==> config.mk <==
export PLATFORM = sky130hd
export DESIGN_NAME = bus_mux_reg
export DESIGN_NICKNAME = d
export VERILOG_FILES = /design/src/rtl/bus_mux_reg.sv
export SDC_FILE = /design/constraint.sdc
export NUM_CORES = 1
export LEC_CHECK = 0
export CAP_MARGIN = 30
export CELL_PAD_IN_SITES_DETAIL_PLACEMENT = 0
export CELL_PAD_IN_SITES_GLOBAL_PLACEMENT = 1
export CORE_AREA = 2 2 330 332
export DETAILED_ROUTE_END_ITERATION = 10
export DIE_AREA = 0 0 332 334
export HOLD_SLACK_MARGIN = 0.06
export PLACE_DENSITY = 0.49
export SLEW_MARGIN = 20
export SYNTH_ARGS = -nofsm -noshare
export SYNTH_HDL_FRONTEND = slang
export SYNTH_SLANG_ARGS = --single-unit
==> constraint.sdc <==
create_clock -name clk -period 1.8 [get_ports clk]
set_input_delay 0.27 -clock clk [delete_from_list [all_inputs] [get_ports clk]]
set_output_delay 0.27 -clock clk [all_outputs]
set_load 0.01 [all_outputs]
==> src/rtl/bus_mux_reg.sv <==
// Registered shared-bus driver: highest-index enabled source wins each cycle,
// with a sticky multi-driver conflict flag and a saturating conflict counter.
module bus_mux_reg #(
  parameter int N_SRC  = 24,
  parameter int DATA_W = 32,
  parameter int SEL_W  = 5,
  parameter int CNT_W  = 8,
  parameter bit HOLD   = 1'b1
) (
  input  logic                    clk,
  input  logic                    clr,
  input  logic [N_SRC-1:0]        src_en,
  input  logic [N_SRC*DATA_W-1:0] src_data,
  input  logic                    err_clr,
  output logic [DATA_W-1:0]       bus_out,
  output logic [SEL_W-1:0]        bus_sel,
  output logic                    bus_valid,
  output logic                    conflict,
  output logic [CNT_W-1:0]        conflict_cnt
);

  logic [SEL_W-1:0]  win;
  logic [DATA_W-1:0] win_data;
  logic              any_en;
  logic              multi;

  // Ascending scan: the last enabled index seen is the highest, so it wins.
  // A second hit on the scan marks a multi-driver cycle.
  always_comb begin
    win      = '0;
    win_data = '0;
    any_en   = 1'b0;
    multi    = 1'b0;
    for (int i = 0; i < N_SRC; i++) begin
      if (src_en[i]) begin
        if (any_en) multi = 1'b1;
        any_en   = 1'b1;
        win      = SEL_W'(i);
        win_data = src_data[i*DATA_W +: DATA_W];
      end
    end
  end

  always_ff @(posedge clk or posedge clr) begin
    if (clr) begin
      bus_out   <= '0;
      bus_sel   <= '0;
      bus_valid <= 1'b0;
    end else begin
      bus_valid <= any_en;
      if (any_en) begin
        bus_out <= win_data;
        bus_sel <= win;
      end else if (!HOLD) begin
        bus_out <= '0;
        bus_sel <= '0;
      end
    end
  end

  // A conflict on the same edge as err_clr survives: history goes, the new event stays.
  always_ff @(posedge clk or posedge clr) begin
    if (clr) begin
      conflict     <= 1'b0;
      conflict_cnt <= '0;
    end else begin
      if (multi)        conflict <= 1'b1;
      else if (err_clr) conflict <= 1'b0;

      if (err_clr)
        conflict_cnt <= multi ? CNT_W'(1) : '0;
      else if (multi && conflict_cnt != '1)
        conflict_cnt <= conflict_cnt + CNT_W'(1);
    end
  end

endmodule
==> results.md <==
* CP cell instances: buf_8 -> or4_4 -> a211oi_4 -> o2111ai_2 -> or4_4 -> nor4_4 -> buf_6 -> buf_6 -> or4b_4 -> and3b_1
* Multi-input gate area at 8470 µm²
* Synth async-reset ratio at 100%
* Slowest Stage Delay on Critical Path at 0.60 ns
* Die Ht at 334 µm
* Syn avg cell area at 7.09 µm²
* Kind of end point of the critical path: flop
* Placed Area at 20600 µm²
* Crit Path Max Fanout at 6
* Synth Flop Type: dfrtp_1
* RSZ-0062 raised after global routing: true
* Dpl cells at 3597
* Slew Viols, Final at 0
* Final WL at 123 mm
* Depth of the CTS H-tree at 2
* DIE AREA at 111000 µm²
* Initial core utilization at 7.33%
* Root Driver: clkbuf_16
* CP Launch Type: primary input
* Clock sinks at 47
* Initial antenna violation count at 33
* Top achievable clock speed at 0.435 GHz
* Filler cell count at 11800
* Hold Fails Final Rpt at 0
* Max layer used: met5
* I/O pin count at 842
* Post-Layout Inst Area at 24600 µm²
* Number of detailed-route iterations in the first pass at 5
* First-pass GRT wire length at 159 mm
* CP max-delay cell: or4_4
* Leakage at 8.72 nW
* NumNets Final at 3081
* Slew at the pin with the worst max-slew slack at 0.556 ns
* Final worst-path cycle share at 128%
* Final worst slack at -0.498 ns
* CP Data Arrival Time at 2.59 ns
* Routed Antenna Nets at 0
* CP required at 2.10 ns
* Row count at 121
* Mapped cell area at 7900 µm²
* Synth-to-Final Area Change at 212%
* Max-Cap Viols at 0
* Synth warnings at 0
* Core ar. at 108000 µm²
* Post-synth EDFFs at 0
* Hold Path Class: in2async
* Relative slew slack at 62.5%
* Largest net degree at the start of global routing at 40
* Global route overflow at 0
* Final HPWL DP at 105 mm
* Total CTS buffers at 5
* Vias/cell at 4.29
* Clock Latency Late Sink at 0.35 ns
* Worst-path clk slew at 0.10 ns
* Critical path class: in2reg
* CTS tree: built
* Vias in the first global route at 17300
* Routed wl met2 at 62.3 mm
* Share of layout cells above drive strength 1 at 34.9%
* Period minus WS final at 2.30 ns
* Gate Count Post-Synth at 1114
* Failing checks: negative setup slack
* Yosys cell types at 65
* Worst clock skew at 0.00484 ns
* Outcome: finished, violations left
* Vias at 15900
* #FFs+latches synth at 47
* Cell Pwr Density at 334 nW/µm²
* Routability congestion estimate at 0.956
* Hold_buf cts at 0
* Post-route DRC at 0
* Mapped Nets at 1910
* IO buf count at 841
* Sequential cell area at 1180 µm²
* Final Total Pwr at 8.23 mW
* Final Setup Violations at 43
* Seq/Total Area, Yosys at 14.9%
* Routed met1 length at 50.0 mm
* DRT iter0 DRCs at 888
* Die W at 332 µm
* DR WL met3 at 6.43 mm
* Routed len/inst at 33.1 µm
* Gr usage total at 21.1%
* Final Non-Filler Cells at 3706
* Clk buf depth at 2
* Peak supply drop at 0.373 mV
power by group:
part / total [mW] / switching (mW) / leakage [nW] / internal [mW]
logic: 5.76 / 2.62 / 8.09 / 3.15
registers: 1.24 / 0.100 / 0.555 / 1.14
clock network: 1.22 / 0.687 / 0.0709 / 0.534
stage by stage:
stage | hold WS (ns) | setup TNS, ns | worst slack [ns] | utilization [%]
after floorplan | 0.412 | -10.63 | -0.835 | -
final | 0.0992 | -12.26 | -0.498 | 22.8
after detailed placement | 0.466 | -65.78 | -2.43 | 19.1
after CTS | 0.0656 | -13.23 | -0.596 | 21.8
after global routing | 0.0954 | -14.03 | -0.561 | 22.8
after global placement | 0.463 | -67.92 | -2.61 | 19.1
Yosys cell counts, drive strengths merged (13+ instances only):
cell / instances / area share (%)
nor3: 21 / 1.3
a22oi: 80 / 7.6
nor2b: 14 / 1.1
inv: 14 / 0.67
clkbuf: 115 / 5.5
a221oi: 90 / 10
a211oi: 13 / 1.3
o22ai: 91 / 7.2
o21a: 13 / 1.2
nand2b: 13 / 1.0
o211ai: 37 / 3.5
o221ai: 36 / 4.0
dfrtp: 47 / 15
o21ai: 93 / 5.9
o2111ai: 13 / 1.4
nand2: 61 / 2.9
buf: 15 / 1.0
a21oi: 77 / 4.9
a221o: 38 / 4.8
o221a: 13 / 1.9
nand3: 15 / 0.95
nor2: 78 / 3.7
logic make-up after synthesis:
family	share of synthesized area, %
buffers and inverters	7.38
adder cells (fa/ha/maj)	0.158
AO/OA/AOI/OAI	61.9
multiplexers	0.317
flip-flops	14.9
AND/OR/NAND/NOR	15.4
critical path, delay by kind of cell:
kind                   cells  cell delay (ns)
AOI/OAI and AO/OA          2             0.37
buffers and inverters      3             0.44
and+or+nand+nor            5             1.50
metal layers:
metal	global-route usage, %	vias to the layer above
li1	-	7050
met3	3.43	165
met4	6.24	14
met5	0	-
met2	38.5	763
met1	25.1	7912
worst paths after layout:
check,start,endpoint,slack [ns],cells past startpoint
min,clr,bus_out[19],0.1,2
min reg2reg,bus_sel[4],bus_sel[4],0.52,2
max reg2reg,conflict_cnt[4],conflict_cnt[4],0.01,6
max,src_en[0],conflict_cnt[6],-0.50,10
min in group clk,src_en[6],bus_sel[3],0.35,5
max in group asynchronous,clr,bus_out[21],1.15,3
registers in the layout, summed over array words and instances (netlist names):
register	count
conflict	1
bus_out	32
conflict_cnt	8
bus_valid	1
bus_sel	5
layout by cell type, fill, tap and decap left out, drive strengths merged, types with 37 or more instances in the layout:
master           n
a221oi          90
nand2           61
o21ai           93
nor2            78
a22oi           80
o22ai           91
clkdlybuf4s50  815
buf            466
a221o           38
o211ai          37
a21oi           77
dfrtp           47
what timing repair did:
| action | CTS | global route |
|---|---|---|
| gates resized for setup | 544 | 201 |
| gates cloned | 6 | 4 |
| endpoints found under the setup margin | 47 | 45 |
| buffers inserted | 65 | 53 |
| pin swaps | 122 | 127 |
layout make-up:
cell class              instances  area share [%]
diodes                          6          0.0610
clock buffers                   5           0.508
clock inverters                 3           0.102
inverters                      19           0.462
multi-input cells             918            34.4
flip-flops and latches         47            4.79
well taps                    1414            7.18
repair buffers               1294            52.5
Note: power is estimated with default switching activity, not from simulation.
